==> src/rtl/key_pkg.sv <==
// Shared definitions for the key debounce array: per-channel FSM states,
// debounce counter width and the ms-tick divider helper.
package key_pkg;

  localparam int unsigned DB_W = 8;

  typedef enum logic [1:0] {
    ST_IDLE       = 2'd0,
    ST_PRESS_WAIT = 2'd1,
    ST_HELD       = 2'd2,
    ST_REL_WAIT   = 2'd3
  } key_state_e;

  // sys_clk cycles per 1 ms tick
  function automatic int unsigned ms_tick_div(input int unsigned clk_hz);
    return clk_hz / 1000;
  endfunction

endpackage

==> src/rtl/key_debounce_chan.sv <==
// One debounced key channel: press/release confirmation on ms ticks plus a
// long-press detector driven by a saturating hold counter.
module key_debounce_chan
  import key_pkg::*;
#(
  parameter int unsigned DEBOUNCE_MS = 10,
  parameter int unsigned LONG_MS     = 1000
) (
  input  logic sys_clk,
  input  logic sys_rst_n,
  input  logic pressed_raw,
  input  logic ms_tick,
  output logic level,
  output logic press_pulse,
  output logic release_pulse,
  output logic long_pulse
);

  localparam int unsigned HOLD_W = (LONG_MS > 0) ? $clog2(LONG_MS + 1) : 1;
  localparam logic [DB_W-1:0]   DB_LAST   = DB_W'(DEBOUNCE_MS);
  localparam logic [HOLD_W-1:0] HOLD_LAST = HOLD_W'(LONG_MS);
  localparam bit                LONG_EN   = (LONG_MS != 0);

  key_state_e         state, state_nxt;
  logic [DB_W-1:0]    db_cnt, db_nxt;
  logic [HOLD_W-1:0]  hold_cnt, hold_nxt;
  logic               level_nxt, press_nxt, release_nxt, long_nxt;

  logic [DB_W-1:0]    db_inc;
  logic [HOLD_W-1:0]  hold_inc;
  logic               hold_adv, hold_hit;

  assign db_inc   = db_cnt + DB_W'(1);
  assign hold_inc = hold_cnt + HOLD_W'(1);
  // hold counter stops at LONG_MS, so the long pulse can fire only once per press
  assign hold_adv = ms_tick && LONG_EN && (hold_cnt < HOLD_LAST);
  assign hold_hit = hold_adv && (hold_inc == HOLD_LAST);

  always_ff @(posedge sys_clk or negedge sys_rst_n) begin
    if (!sys_rst_n) begin
      state         <= ST_IDLE;
      db_cnt        <= '0;
      hold_cnt      <= '0;
      level         <= 1'b0;
      press_pulse   <= 1'b0;
      release_pulse <= 1'b0;
      long_pulse    <= 1'b0;
    end else begin
      state         <= state_nxt;
      db_cnt        <= db_nxt;
      hold_cnt      <= hold_nxt;
      level         <= level_nxt;
      press_pulse   <= press_nxt;
      release_pulse <= release_nxt;
      long_pulse    <= long_nxt;
    end
  end

  always_comb begin
    state_nxt   = state;
    db_nxt      = db_cnt;
    hold_nxt    = hold_cnt;
    level_nxt   = level;
    press_nxt   = 1'b0;
    release_nxt = 1'b0;
    long_nxt    = 1'b0;

    case (state)
      ST_IDLE: begin
        level_nxt = 1'b0;
        if (pressed_raw) begin
          state_nxt = ST_PRESS_WAIT;
          db_nxt    = '0;
        end
      end

      ST_PRESS_WAIT: begin
        if (!pressed_raw) begin
          state_nxt = ST_IDLE;
        end else if (ms_tick) begin
          db_nxt = db_inc;
          if (db_inc == DB_LAST) begin
            state_nxt = ST_HELD;
            press_nxt = 1'b1;
            level_nxt = 1'b1;
            hold_nxt  = '0;
          end
        end
      end

      ST_HELD: begin
        if (hold_adv) hold_nxt = hold_inc;
        long_nxt = hold_hit;
        if (!pressed_raw) begin
          state_nxt = ST_REL_WAIT;
          db_nxt    = '0;
        end
      end

      ST_REL_WAIT: begin
        if (hold_adv) hold_nxt = hold_inc;
        long_nxt = hold_hit;
        if (pressed_raw) begin
          state_nxt = ST_HELD;
        end else if (ms_tick) begin
          db_nxt = db_inc;
          if (db_inc == DB_LAST) begin
            state_nxt   = ST_IDLE;
            release_nxt = 1'b1;
            level_nxt   = 1'b0;
            // a long pulse never shares a cycle with the release pulse
            long_nxt    = 1'b0;
          end
        end
      end

      default: begin
        state_nxt = ST_IDLE;
        db_nxt    = '0;
        hold_nxt  = '0;
        level_nxt = 1'b0;
      end
    endcase
  end

endmodule

==> src/rtl/key_debounce_array.sv <==
// Array of independent debounced keys sharing one ms-tick prescaler; each raw
// pin is synchronised and normalised to active-high before its channel FSM.
module key_debounce_array
  import key_pkg::*;
#(
  parameter int unsigned NUM_KEYS    = 4,
  parameter int unsigned CLK_HZ      = 50_000_000,
  parameter int unsigned DEBOUNCE_MS = 10,
  parameter int unsigned LONG_MS     = 1000,
  parameter bit          ACTIVE_LOW  = 1'b1
) (
  input  logic                sys_clk,
  input  logic                sys_rst_n,
  input  logic [NUM_KEYS-1:0] key_in,
  output logic [NUM_KEYS-1:0] key_level,
  output logic [NUM_KEYS-1:0] key_press,
  output logic [NUM_KEYS-1:0] key_release,
  output logic [NUM_KEYS-1:0] key_long
);

  localparam int unsigned TICK_DIV = ms_tick_div(CLK_HZ);
  localparam int unsigned PRE_W    = (TICK_DIV > 1) ? $clog2(TICK_DIV) : 1;
  localparam logic [PRE_W-1:0]    PRE_LAST = PRE_W'(TICK_DIV - 1);
  localparam logic [NUM_KEYS-1:0] REL_LVL  = ACTIVE_LOW ? '1 : '0;

  logic [PRE_W-1:0]    pre_cnt;
  logic                ms_tick;
  logic [NUM_KEYS-1:0] sync1, sync2;
  logic [NUM_KEYS-1:0] pressed_raw;

  // free-running ms prescaler shared by all channels
  always_ff @(posedge sys_clk or negedge sys_rst_n) begin
    if (!sys_rst_n) begin
      pre_cnt <= '0;
      ms_tick <= 1'b0;
    end else if (pre_cnt == PRE_LAST) begin
      pre_cnt <= '0;
      ms_tick <= 1'b1;
    end else begin
      pre_cnt <= pre_cnt + PRE_W'(1);
      ms_tick <= 1'b0;
    end
  end

  // two-flop synchroniser, reset to the released pin level
  always_ff @(posedge sys_clk or negedge sys_rst_n) begin
    if (!sys_rst_n) begin
      sync1 <= REL_LVL;
      sync2 <= REL_LVL;
    end else begin
      sync1 <= key_in;
      sync2 <= sync1;
    end
  end

  assign pressed_raw = sync2 ^ {NUM_KEYS{ACTIVE_LOW}};

  for (genvar i = 0; i < NUM_KEYS; i++) begin : g_chan
    key_debounce_chan #(
      .DEBOUNCE_MS (DEBOUNCE_MS),
      .LONG_MS     (LONG_MS)
    ) u_chan (
      .sys_clk       (sys_clk),
      .sys_rst_n     (sys_rst_n),
      .pressed_raw   (pressed_raw[i]),
      .ms_tick       (ms_tick),
      .level         (key_level[i]),
      .press_pulse   (key_press[i]),
      .release_pulse (key_release[i]),
      .long_pulse    (key_long[i])
    );
  end

endmodule

==> config.mk <==
export PLATFORM = sky130hd
export DESIGN_NAME = key_debounce_array
export DESIGN_NICKNAME = d
export VERILOG_FILES = /design/src/rtl/key_pkg.sv /design/src/rtl/key_debounce_chan.sv /design/src/rtl/key_debounce_array.sv
export SDC_FILE = /design/constraint.sdc
export NUM_CORES = 1
export LEC_CHECK = 0
export ABC_CLOCK_PERIOD_IN_PS = 2920
export CAP_MARGIN = 20
export CORE_ASPECT_RATIO = 1.75
export CORE_MARGIN = 1
export CORE_UTILIZATION = 30
export CTS_CLUSTER_DIAMETER = 120
export DETAILED_ROUTE_END_ITERATION = 7
export GPL_TIMING_DRIVEN = 0
export SLEW_MARGIN = 10
export SYNTH_ARGS = -nofsm -noshare
export SYNTH_HDL_FRONTEND = slang
export SYNTH_SLANG_ARGS = --single-unit
==> constraint.sdc <==
create_clock -name sys_clk -period 2.92 [get_ports sys_clk]
set_input_delay 0.584 -clock sys_clk [delete_from_list [all_inputs] [get_ports sys_clk]]
set_output_delay 0.584 -clock sys_clk [all_outputs]
set_load 0.1 [all_outputs]
# == After elaboration in Yosys (flattened, before gate mapping) ==
# Cells that the tools add are included.
# op_classes
addsub,9
n_mul,0
div,0
n_lt_le_gt_ge,4
n_eq_ne,73
shift,0
mux,150
n_bitwise,1
n_reduce_logical,40
# ops
operator,n
2-to-1 mux 10 bit,16
2-to-1 mux 8 bit,20
one-hot mux 8 bit (4 select lines),4
one-hot mux 10 bit (2 select lines),4
2-to-1 mux 2 bit,32
2-to-1 mux 1 bit,61
!= test 2 bit (second input constant),24
adder 10 x 1 -> 10 bit (second input constant),4
equality test 10 bit (second input constant),4
less-than comparator 10 bit (second input constant),4
adder 8 x 1 -> 8 bit (second input constant),4
equality test 8 x 4 -> 1 bit (second input constant),4
one-hot mux 2 bit (4 select lines),4
AND reduction 7 bit,4
!= test 2 x 1 -> 1 bit (second input constant),12
!= test 3 x 2 -> 1 bit (second input constant),8
!= test 3 bit (second input constant),8
AND reduction 6 bit,4
AND reduction 5 bit,4
adder 16 x 1 -> 16 bit (second input constant),1
equality test 16 bit (second input constant),1
equality test 2 bit (second input constant),8
2-to-1 mux 16 bit,1
AND reduction 4 bit,4
9 further kinds,37
# word_totals
register_bits,121
latchBits,0
mem_bits_rw,0
rom_bits,0
input_bits,6
output_inout_bits,16
word_cells,309
mem_count,0

# == Longest topological paths before layout ==
# Gate-level depths: netlist (run 1).
# logic_depth
ltp_word,7
ltp_mapped,7
mapped_depth_nobuf,6

# == Modules after synthesis ==
# A second synthesis (run 1) with hierarchy kept.
# unflattened
hier_cells,742
hier_area_um2,7134.3
# by_module_without_submodules
module,n_inst,cells_per_inst,area_per_inst_um2,seq_area_each_um2
key_debounce_chan at g_chan[0].u_chan ...,3,166,1531.5,600.6
key_debounce_chan at g_chan[3].u_chan,1,160,1512.7,600.6
key_debounce_array,1,84,1027.2,635.6

# == Worst setup path before layout (run 1) ==
# No wires, ideal clock.
# synth_timing
path_kind,reg2reg
startpoint,register g_chan[1].u_chan.db_cnt[0]
endpoint,register g_chan[1].u_chan.hold_cnt[9]
setup_time_ns,0.125
t_arrival_ns,2.262
required_time_ns,2.795
slack_ns,0.533
path_stages_with_launch,8
n_path_buf,1
period_less_slack_ns,2.387
cell_sequence,dfrtp_1 -> ha_1 -> and3_1 -> buf_6 -> or4_4 -> a221oi_4 -> a21o_4 -> mux2_4
# synth_via
elab_chain_cells,4
# synth_rtl
element,line_no,source
"start, declared",key_debounce_chan.sv:25,"logic [DB_W-1:0] db_cnt, db_nxt;"
"start signal, assigned",key_debounce_chan.sv:50,db_cnt <= db_nxt;
adder 8 x 1 -> 8 bit,key_debounce_chan.sv:33,assign db_inc = db_cnt + DB_W'(1);
equality test 8 x 4 -> 1 bit,key_debounce_chan.sv:82,if (db_inc == DB_LAST) begin
!= test 2 x 1 -> 1 bit (no line),--,
AND reduction 5 bit (no line),--,
"end signal, assigned",key_debounce_chan.sv:51,hold_cnt <= hold_nxt;
"end, declared",key_debounce_chan.sv:26,"logic [HOLD_W-1:0] hold_cnt, hold_nxt;"
# No other way between the ends.
# A chain may end at the register's enable or synchronous reset.

# == Final worst setup path (run 1) ==
# layout_timing
startpoint,register g_chan[1].u_chan.level
endpoint,output port key_level[1]
# layout_lines
element,line_no,source
"start, declared",key_debounce_chan.sv:13,"output logic level,"
"start signal, assigned",key_debounce_chan.sv:52,level <= level_nxt;
"end, declared",key_debounce_array.sv:15,"output logic [NUM_KEYS-1:0] key_level,"
# No word-level cell between the ends.

==> results of run 1 <==
==> per-layer routing <==
metal	share of wire [%]	wire length (um)	global-route usage (%)
met3	1.9	277	2.86
met2	55	8010	25.2
met4	2.1	312	5.63
met5	0	0	0
met1	41	6100	14.9
==> worst max path at each step <==
stage                                          start                      endpoint  slack (ns)
after global routing          g_chan[1].u_chan.level                  key_level[1]        0.19
after CTS                     g_chan[1].u_chan.level                  key_level[1]        0.21
after floorplan           g_chan[1].u_chan.db_cnt[0]  g_chan[1].u_chan.hold_cnt[9]        0.53
final                         g_chan[1].u_chan.level                  key_level[1]        0.25
after global placement                     sys_rst_n  g_chan[2].u_chan.hold_cnt[6]       -3.82
after detailed placement  g_chan[1].u_chan.db_cnt[0]  g_chan[1].u_chan.hold_cnt[9]        0.40
==> cells in the mapped netlist (5+ instances only) <==
master / number / area share [%]
nand2_1: 101 / 5.5
dfstp_2: 8 / 3.1
a21oi_1: 14 / 1.0
o31ai_1: 14 / 1.5
or3_1: 7 / 0.64
nand2b_1: 6 / 0.55
dfrtp_1: 113 / 41
mux2i_1: 7 / 1.0
and3_1: 15 / 1.4
a21o_1: 15 / 1.6
nor3_1: 28 / 2.1
clkbuf_1: 22 / 1.2
nor2_1: 50 / 2.7
or2_2: 5 / 0.46
nor4_1: 5 / 0.46
nor2b_1: 7 / 0.64
xnor2_1: 13 / 1.7
a31oi_1: 13 / 1.2
a22o_1: 6 / 0.77
nand3_1: 39 / 2.9
buf_4: 17 / 1.9
o211ai_1: 7 / 0.77
inv_1: 22 / 1.2
ha_1: 17 / 3.1
nand4_1: 14 / 1.3
o21ai_0: 56 / 4.1
and2_1: 9 / 0.82
xor2_1: 17 / 2.2
and4_1: 10 / 1.3
buf_2: 7 / 0.51
==> state kept, by name (all words and copies together) (netlist names), named ones only <==
register / flops
g_chan.u_chan.db_cnt: 32
g_chan.u_chan.hold_cnt: 40
g_chan.u_chan.level: 4
g_chan.u_chan.long_pulse: 4
g_chan.u_chan.press_pulse: 4
g_chan.u_chan.release_pulse: 4
g_chan.u_chan.state: 4
ms_tick: 1
pre_cnt: 16
sync1: 4
sync2: 4
==> power groups by stage <==
| stage | Combinational (uW) | Clock (uW) | Sequential (uW) |
|---|---|---|---|
| after floorplan | 147 | 0 | 1780 |
| after global routing | 259 | 2290 | 1780 |
| after CTS | 229 | 2230 | 1770 |
| final | 223 | 2180 | 1770 |
| after global placement | 217 | 0 | 1800 |
| after detailed placement | 228 | 0 | 1800 |
==> final cells by class <==
type	instances	area [sq um]
plain buffers	49	265
clock buffers	20	457
clock inverters	12	150
fillers	2270	14200
inverters	23	86.3
multi-input cells	551	3440
flip-flops and latches	121	3040
well taps	296	370
repair buffers	22	239
==> logic make-up (layout without fill, tap and decap cells) <==
family	count (synthesis)	after routing	synth area share (%)
and+or+nand+nor	314	314	23.2
AOI/OAI and AO/OA	177	177	18.2
DFF	121	121	44.5
buffers and inverters	72	126	5.15
xor gates and xnor gates	30	30	3.85
adders and majority gates	17	17	3.11
muxes	13	13	2.07
==> metrics by stage <==
stage	power (uW)	util [%]	setup slack, ns	area [sq um]
floorplan	1930	-	0.533	6830
global placement	2010	33.3	-3.82	7410
detailed placement	2020	33.4	0.402	7440
CTS	4230	36.2	0.208	8050
global route	4330	36.2	0.190	8050
finish	4170	36.2	0.246	8050
==> results.md, run 1 <==
* Status: completed
* Internal power at approximately 3200 uW
* DRC errors left at 0
* CP Data Arrival Time at 2.09 ns
* GRT overflow at 0
* Num CTS Buffers at 17
* HPWL after DPL at slightly above 10 mm
* Buffers on Ports at 21
* Worst-path clk slew at 0.06 ns
* Worst setup SP type: register
* Synthesis-to-layout area growth at 17.8%
* Crit-path cells: buf_4 > clkdlybuf4s50_1
* Antenna violations before repair at 0
* Setup Skew at around 0.0076 ns
* Commonest non-fill, non-tap cell in the layout: dfrtp_1
* Req. time, crit path at 2.34 ns
* Critical path depth at 2
* Via count at ~5,500
* Final hold vios at 0
* Resize count post-CTS at 0
* Distinct cells, synth at 81
* Final Setup Violations at 0
* Total I/O pin count at 22
* Width of the die at 116 um
* Commonest non-fill, non-tap cells in the layout: dfrtp_1 (113), nand2_1 (101), o21ai_0 (56), nor2_1 (50), nand3_1 (39)
* Reg-to-reg endpoint: g_chan[1].u_chan.hold_cnt[9]
* Switch Pwr at about 980 uW
* Die height at 202 um
* Buf/Inv on CP at 2
* Final Wtd Congestion at between 0.8 and 0.9
* Drt wl/cell at ~13 um
* Fmax at between 0.3 and 0.4 GHz
* CTS Buffer Depth at 2
* Setup crit end kind: primary output
* CTS tree: yes
* Maxcap violations at 0
* WS Path Type: register to primary output
* Final std cells w/o fill at between 1,000 and 1,500
* Critical R2R Launch: g_chan[1].u_chan.db_cnt[0]
* Fin Setup TNS at 0 ns
* Comb pwr share at between 5 and 6%
* GR Util All Layers at between 10% and 20%
* Post-Syn Instances at around 740
* CP max-delay cell: clkdlybuf4s50_1
* #FFs+latches synth at ~120
* 1st-pass router iterations at 4
* Initial core utilization at between 30% and 40%
* Minimum clock period at between 2 and 3 ns
* Worst skew pair latency at approximately 0.42 ns
* FFs w/ async S/R, synth at 100%
* CTS Sinks at 121
* Seq/Total Area, Yosys at between 40% and 50%
* Most used DFF post-synth: dfrtp_1
* Diode count at 0
* Drt first-iter violations at 197
* Post-synth net total at approximately 770
* Routed wire length at approximately 15 mm
* FF-to-FF setup slack at 0.40 ns
* RSZ-0062 raised after global routing: no
* YS warnings at 0
* Worst slew pin tran at a little under 1 ns
* Clk Tree Root Cell: clkbuf_16
* Crit share post-route at between 90 and 100%
* Via density per instance at 5.06
* Largest net degree at the start of global routing at 79
* First-pass GRT wire length at around 26 mm
* Nets at ~810
* Leakage power at about 0.0033 uW
* Seq pwr share at 42.4%
* Synthesized area per cell at slightly above 9 sq um
* Core area at roughly 22,000 sq um
* H-tree depth at 4
* Final ANT Viol Nets at 0
* Min-Delay Path Class: input port to asynchronous set/reset pin
* Row cnt at 72
* Number of enable flip-flop cells after synthesis at 0
* PwrDens at approximately 520 nW/um^2
* Share of layout cells above drive strength 1 at ~11%
* Max stage delay on crit path at between 1 and 1.5 ns
* Family with the most delay on the worst path: buffers and inverters
* Hold Slack at ~0.08 ns
* Switching part of the total at a little under a quarter
* Clk pwr share at 52.2%
* IR drop worst, VDD at 0.262 mV
* Synthesized area at 6830 sq um
* Worst-path maximum fanout at 3
* Dpl cells at between 1,000 and 1,500
* Vias in the first global route at approximately 5,500
* Slew margin rel. at about 35%
* CTS Hold Bufs at 0
* Slew Viols, Final at 0
* Reg2reg path depth at 7
* Die area at approximately 23,000 sq um
* Post-CTS setup buffer count at 0
Note: power is estimated with default switching activity, not from simulation.
==> inputs of run 2 (changes only) <==
--- a/config.mk
+++ b/config.mk
@@ -8,7 +8,7 @@
 export ABC_CLOCK_PERIOD_IN_PS = 2920
 export CAP_MARGIN = 20
 export CORE_ASPECT_RATIO = 1.75
-export CORE_MARGIN = 1
+export CORE_MARGIN = 4
 export CORE_UTILIZATION = 30
 export CTS_CLUSTER_DIAMETER = 120
 export DETAILED_ROUTE_END_ITERATION = 7
==> run 2 against run 1 <==
  * Die area up 8.3%
  * Critical path depth unchanged
  * First-iteration DRC count increased by 27%
  * Largest power group unchanged
  * Sequential cell count did not move
  * Via count fell by 0.52%
==> results.md, run 2 (synthesized netlist as in run 1, its figures left out) <==
* Status: completed
* CTS Sinks at 121 (unchanged)
* GR Util All Layers at 12.4% (-1.3 points)
* Die height at 208 um (+3.0%)
* Detailed-routed wire length on met2 at 8.10 mm (+1.1%)
* Crit share post-route at 91.1% (-0.42 points)
* First-pass GRT wire length at 25.8 mm (+0.62%)
* Final Util at 36.3% (+0.090 points)
* Die area at 25,300 sq um (+8.3%)
* Nets at 808 (unchanged)
* Diode count at 0 (unchanged)
* Setup crit end kind: primary output
* Multi-input logic area at 3440 sq um (unchanged)
* Min-Delay Path Class: input port to asynchronous set/reset pin
* Vias in the first global route at 5,497 (+0.84%)
* Share of layout cells above drive strength 1 at 10.5% (-0.38 points)
* Final ANT Viol Nets at 0 (unchanged)
* Synthesis-to-layout area growth at 18.1%
* Initial core utilization at 30.7% (unchanged)
* Top layer in use: met4
* Num CTS Buffers at 17 (unchanged)
* Final Setup Violations at 0 (unchanged)
* Slew margin rel. at 35.2% (-0.11 points)
* Worst-path maximum fanout at 3 (unchanged)
* CTS Buffer Depth at 2 (unchanged)
* FF-to-FF setup slack at 0.36 ns (-0.04 ns)
* Final hold vios at 0 (unchanged)
* Post-CTS setup buffer count at 0 (unchanged)
* Top reg by flops: g_chan.u_chan.hold_cnt
* Maxcap violations at 0 (unchanged)
* Row cnt at 72 (unchanged)
* Design area at 8070 sq um (+0.25%)
* Largest net degree at the start of global routing at 72 (-8.9%)
* FF+latch area at 3040 sq um (unchanged)
* GRT overflow at 0 (unchanged)
* Final std cells w/o fill at 1,094 (unchanged)
* Final Wtd Congestion at 0.847 (+0.69%)
* CTS tree: yes
* PwrDens at 524 nW/um^2 (+1.2%)
* Setup Skew at 0.00840 ns (+0.000805 ns)
* Commonest non-fill, non-tap cell in the layout: dfrtp_1
* Worst-path clk slew at 0.06 ns (about the same)
* Slew Viols, Final at 0 (unchanged)
* Via density per instance at 5.03 (-0.52%)
* Req. time, crit path at 2.34 ns (about the same)
* Buffers on Ports at 21 (unchanged)
* Fmax at 0.376 GHz (+0.46%)
* Drt wl/cell at 13.4 um (-0.47%)
* Minimum clock period at 2.66 ns (-0.0121 ns)
* Max reg flops at 40 (unchanged)
* 1st-pass router iterations at 4 (unchanged)
* Clk Tree Root Cell: clkbuf_16
* Pwr Total at 4230 uW (+1.5%)
* Routed wire length at 14.6 mm (-0.47%)
* H-tree depth at 4 (unchanged)
* Number of fill cells in the layout at 2,279 (+0.40%)
* Resize count post-CTS at 0 (unchanged)
* DRC errors left at 0 (unchanged)
* Largest regs: g_chan.u_chan.hold_cnt x40, g_chan.u_chan.db_cnt x32, pre_cnt x16
* Antenna violations before repair at 0 (unchanged)
* Via count at 5,503 (-0.52%)
* DP Area at 7440 sq um (unchanged)
* Core area at 22,300 sq um (unchanged)
* Worst slew pin tran at 0.968 ns (+0.00169 ns)
* Dpl cells at 1,062 (unchanged)
* WL met1 at 5.83 mm (-4.4%)
* Leakage power at 0.00337 uW (+0.61%)
* Drt first-iter violations at 251 (+27%)
* WS Path Type: register to primary output
* RSZ-0062 raised after global routing: no
* IR drop worst, VDD at 0.353 mV (+35%)
* Met3 routed WL at 286 um (+3.2%)
* Commonest non-fill, non-tap cells in the layout: dfrtp_1 (113), nand2_1 (101), o21ai_0 (56), nor2_1 (50), nand3_1 (39)
* CTS Hold Bufs at 0 (unchanged)
* HPWL after DPL at 10.3 mm (+0.22%)
* Worst skew pair latency at 0.41 ns (about the same)
* Worst setup SP type: register
* Width of the die at 122 um (+5.2%)
* CP Data Arrival Time at 2.08 ns (about the same)
* Total I/O pin count at 22 (unchanged)
[run 2: cell count changes in the layout (fill, tap and decap cells not counted)]
cell	delta
clkinvlp_4	-4
clkbuf_1	+3
bufinv_16	+1
clkbuf_8	+1
clkinv_2	-1
[run 2: worst paths after layout]
kind / from / endpoint / depth (start not counted)
max: g_chan[1].u_chan.level / key_level[1] / 2
max in group asynchronous: sys_rst_n / sync2[3] / 2
min reg2reg: sync1[3] / sync2[3] / 0
max reg2reg: g_chan[1].u_chan.db_cnt[0] / g_chan[1].u_chan.hold_cnt[9] / 7
min in group sys_clk: sync1[3] / sync2[3] / 0
min: sys_rst_n / g_chan[1].u_chan.db_cnt[3] / 1
[run 2: layout make-up]
class,instances,share of cell area [%]
well taps,296,4.59
flip-flops and latches,121,37.7
inverters,23,1.07
repair buffers,22,2.96
clock buffers,24,5.97
multi-input cells,551,42.7
plain buffers,49,3.29
clock inverters,8,1.80
[run 2: power breakdown]
group          internal, uW  switching (uW)  leakage [uW]
Sequential             1720            45.6       0.00163
Combinational          80.6             141       0.00144
Clock                  1490             745      0.000300
Total                  3300             932       0.00337
[run 2: metal layers]
| metal | vias up | GRT usage (%) |
|---|---|---|
| met5 | - | 0 |
| met4 | 0 | 6.07 |
| met3 | 27 | 2.45 |
| met2 | 63 | 22.7 |
| met1 | 2640 | 13.3 |
| li1 | 2773 | - |
[run 2: stage by stage]
stage	hold slack, ns	worst slack (ns)	setup TNS, ns
after global placement	0.346	-3.84	-450.24
after CTS	0.119	0.204	0
after floorplan	0.288	0.533	0
after global routing	0.137	0.200	0
after detailed placement	0.349	0.372	0
final	0.107	0.258	0
[run 2: worst max-delay path, stage by stage, from the launching register on]
cell and delay (ns):
dfrtp_1 0.42, buf_4 0.13, clkdlybuf4s50_1 1.11
==> inputs of run 3 (changes only) <==
--- a/config.mk
+++ b/config.mk
@@ -13,7 +13,6 @@
 export CTS_CLUSTER_DIAMETER = 120
 export DETAILED_ROUTE_END_ITERATION = 7
 export GPL_TIMING_DRIVEN = 0
-export SLEW_MARGIN = 10
 export SYNTH_ARGS = -nofsm -noshare
 export SYNTH_HDL_FRONTEND = slang
 export SYNTH_SLANG_ARGS = --single-unit
==> results of run 3 <==
Final layout, timing and power as in run 2 (identical DEF).
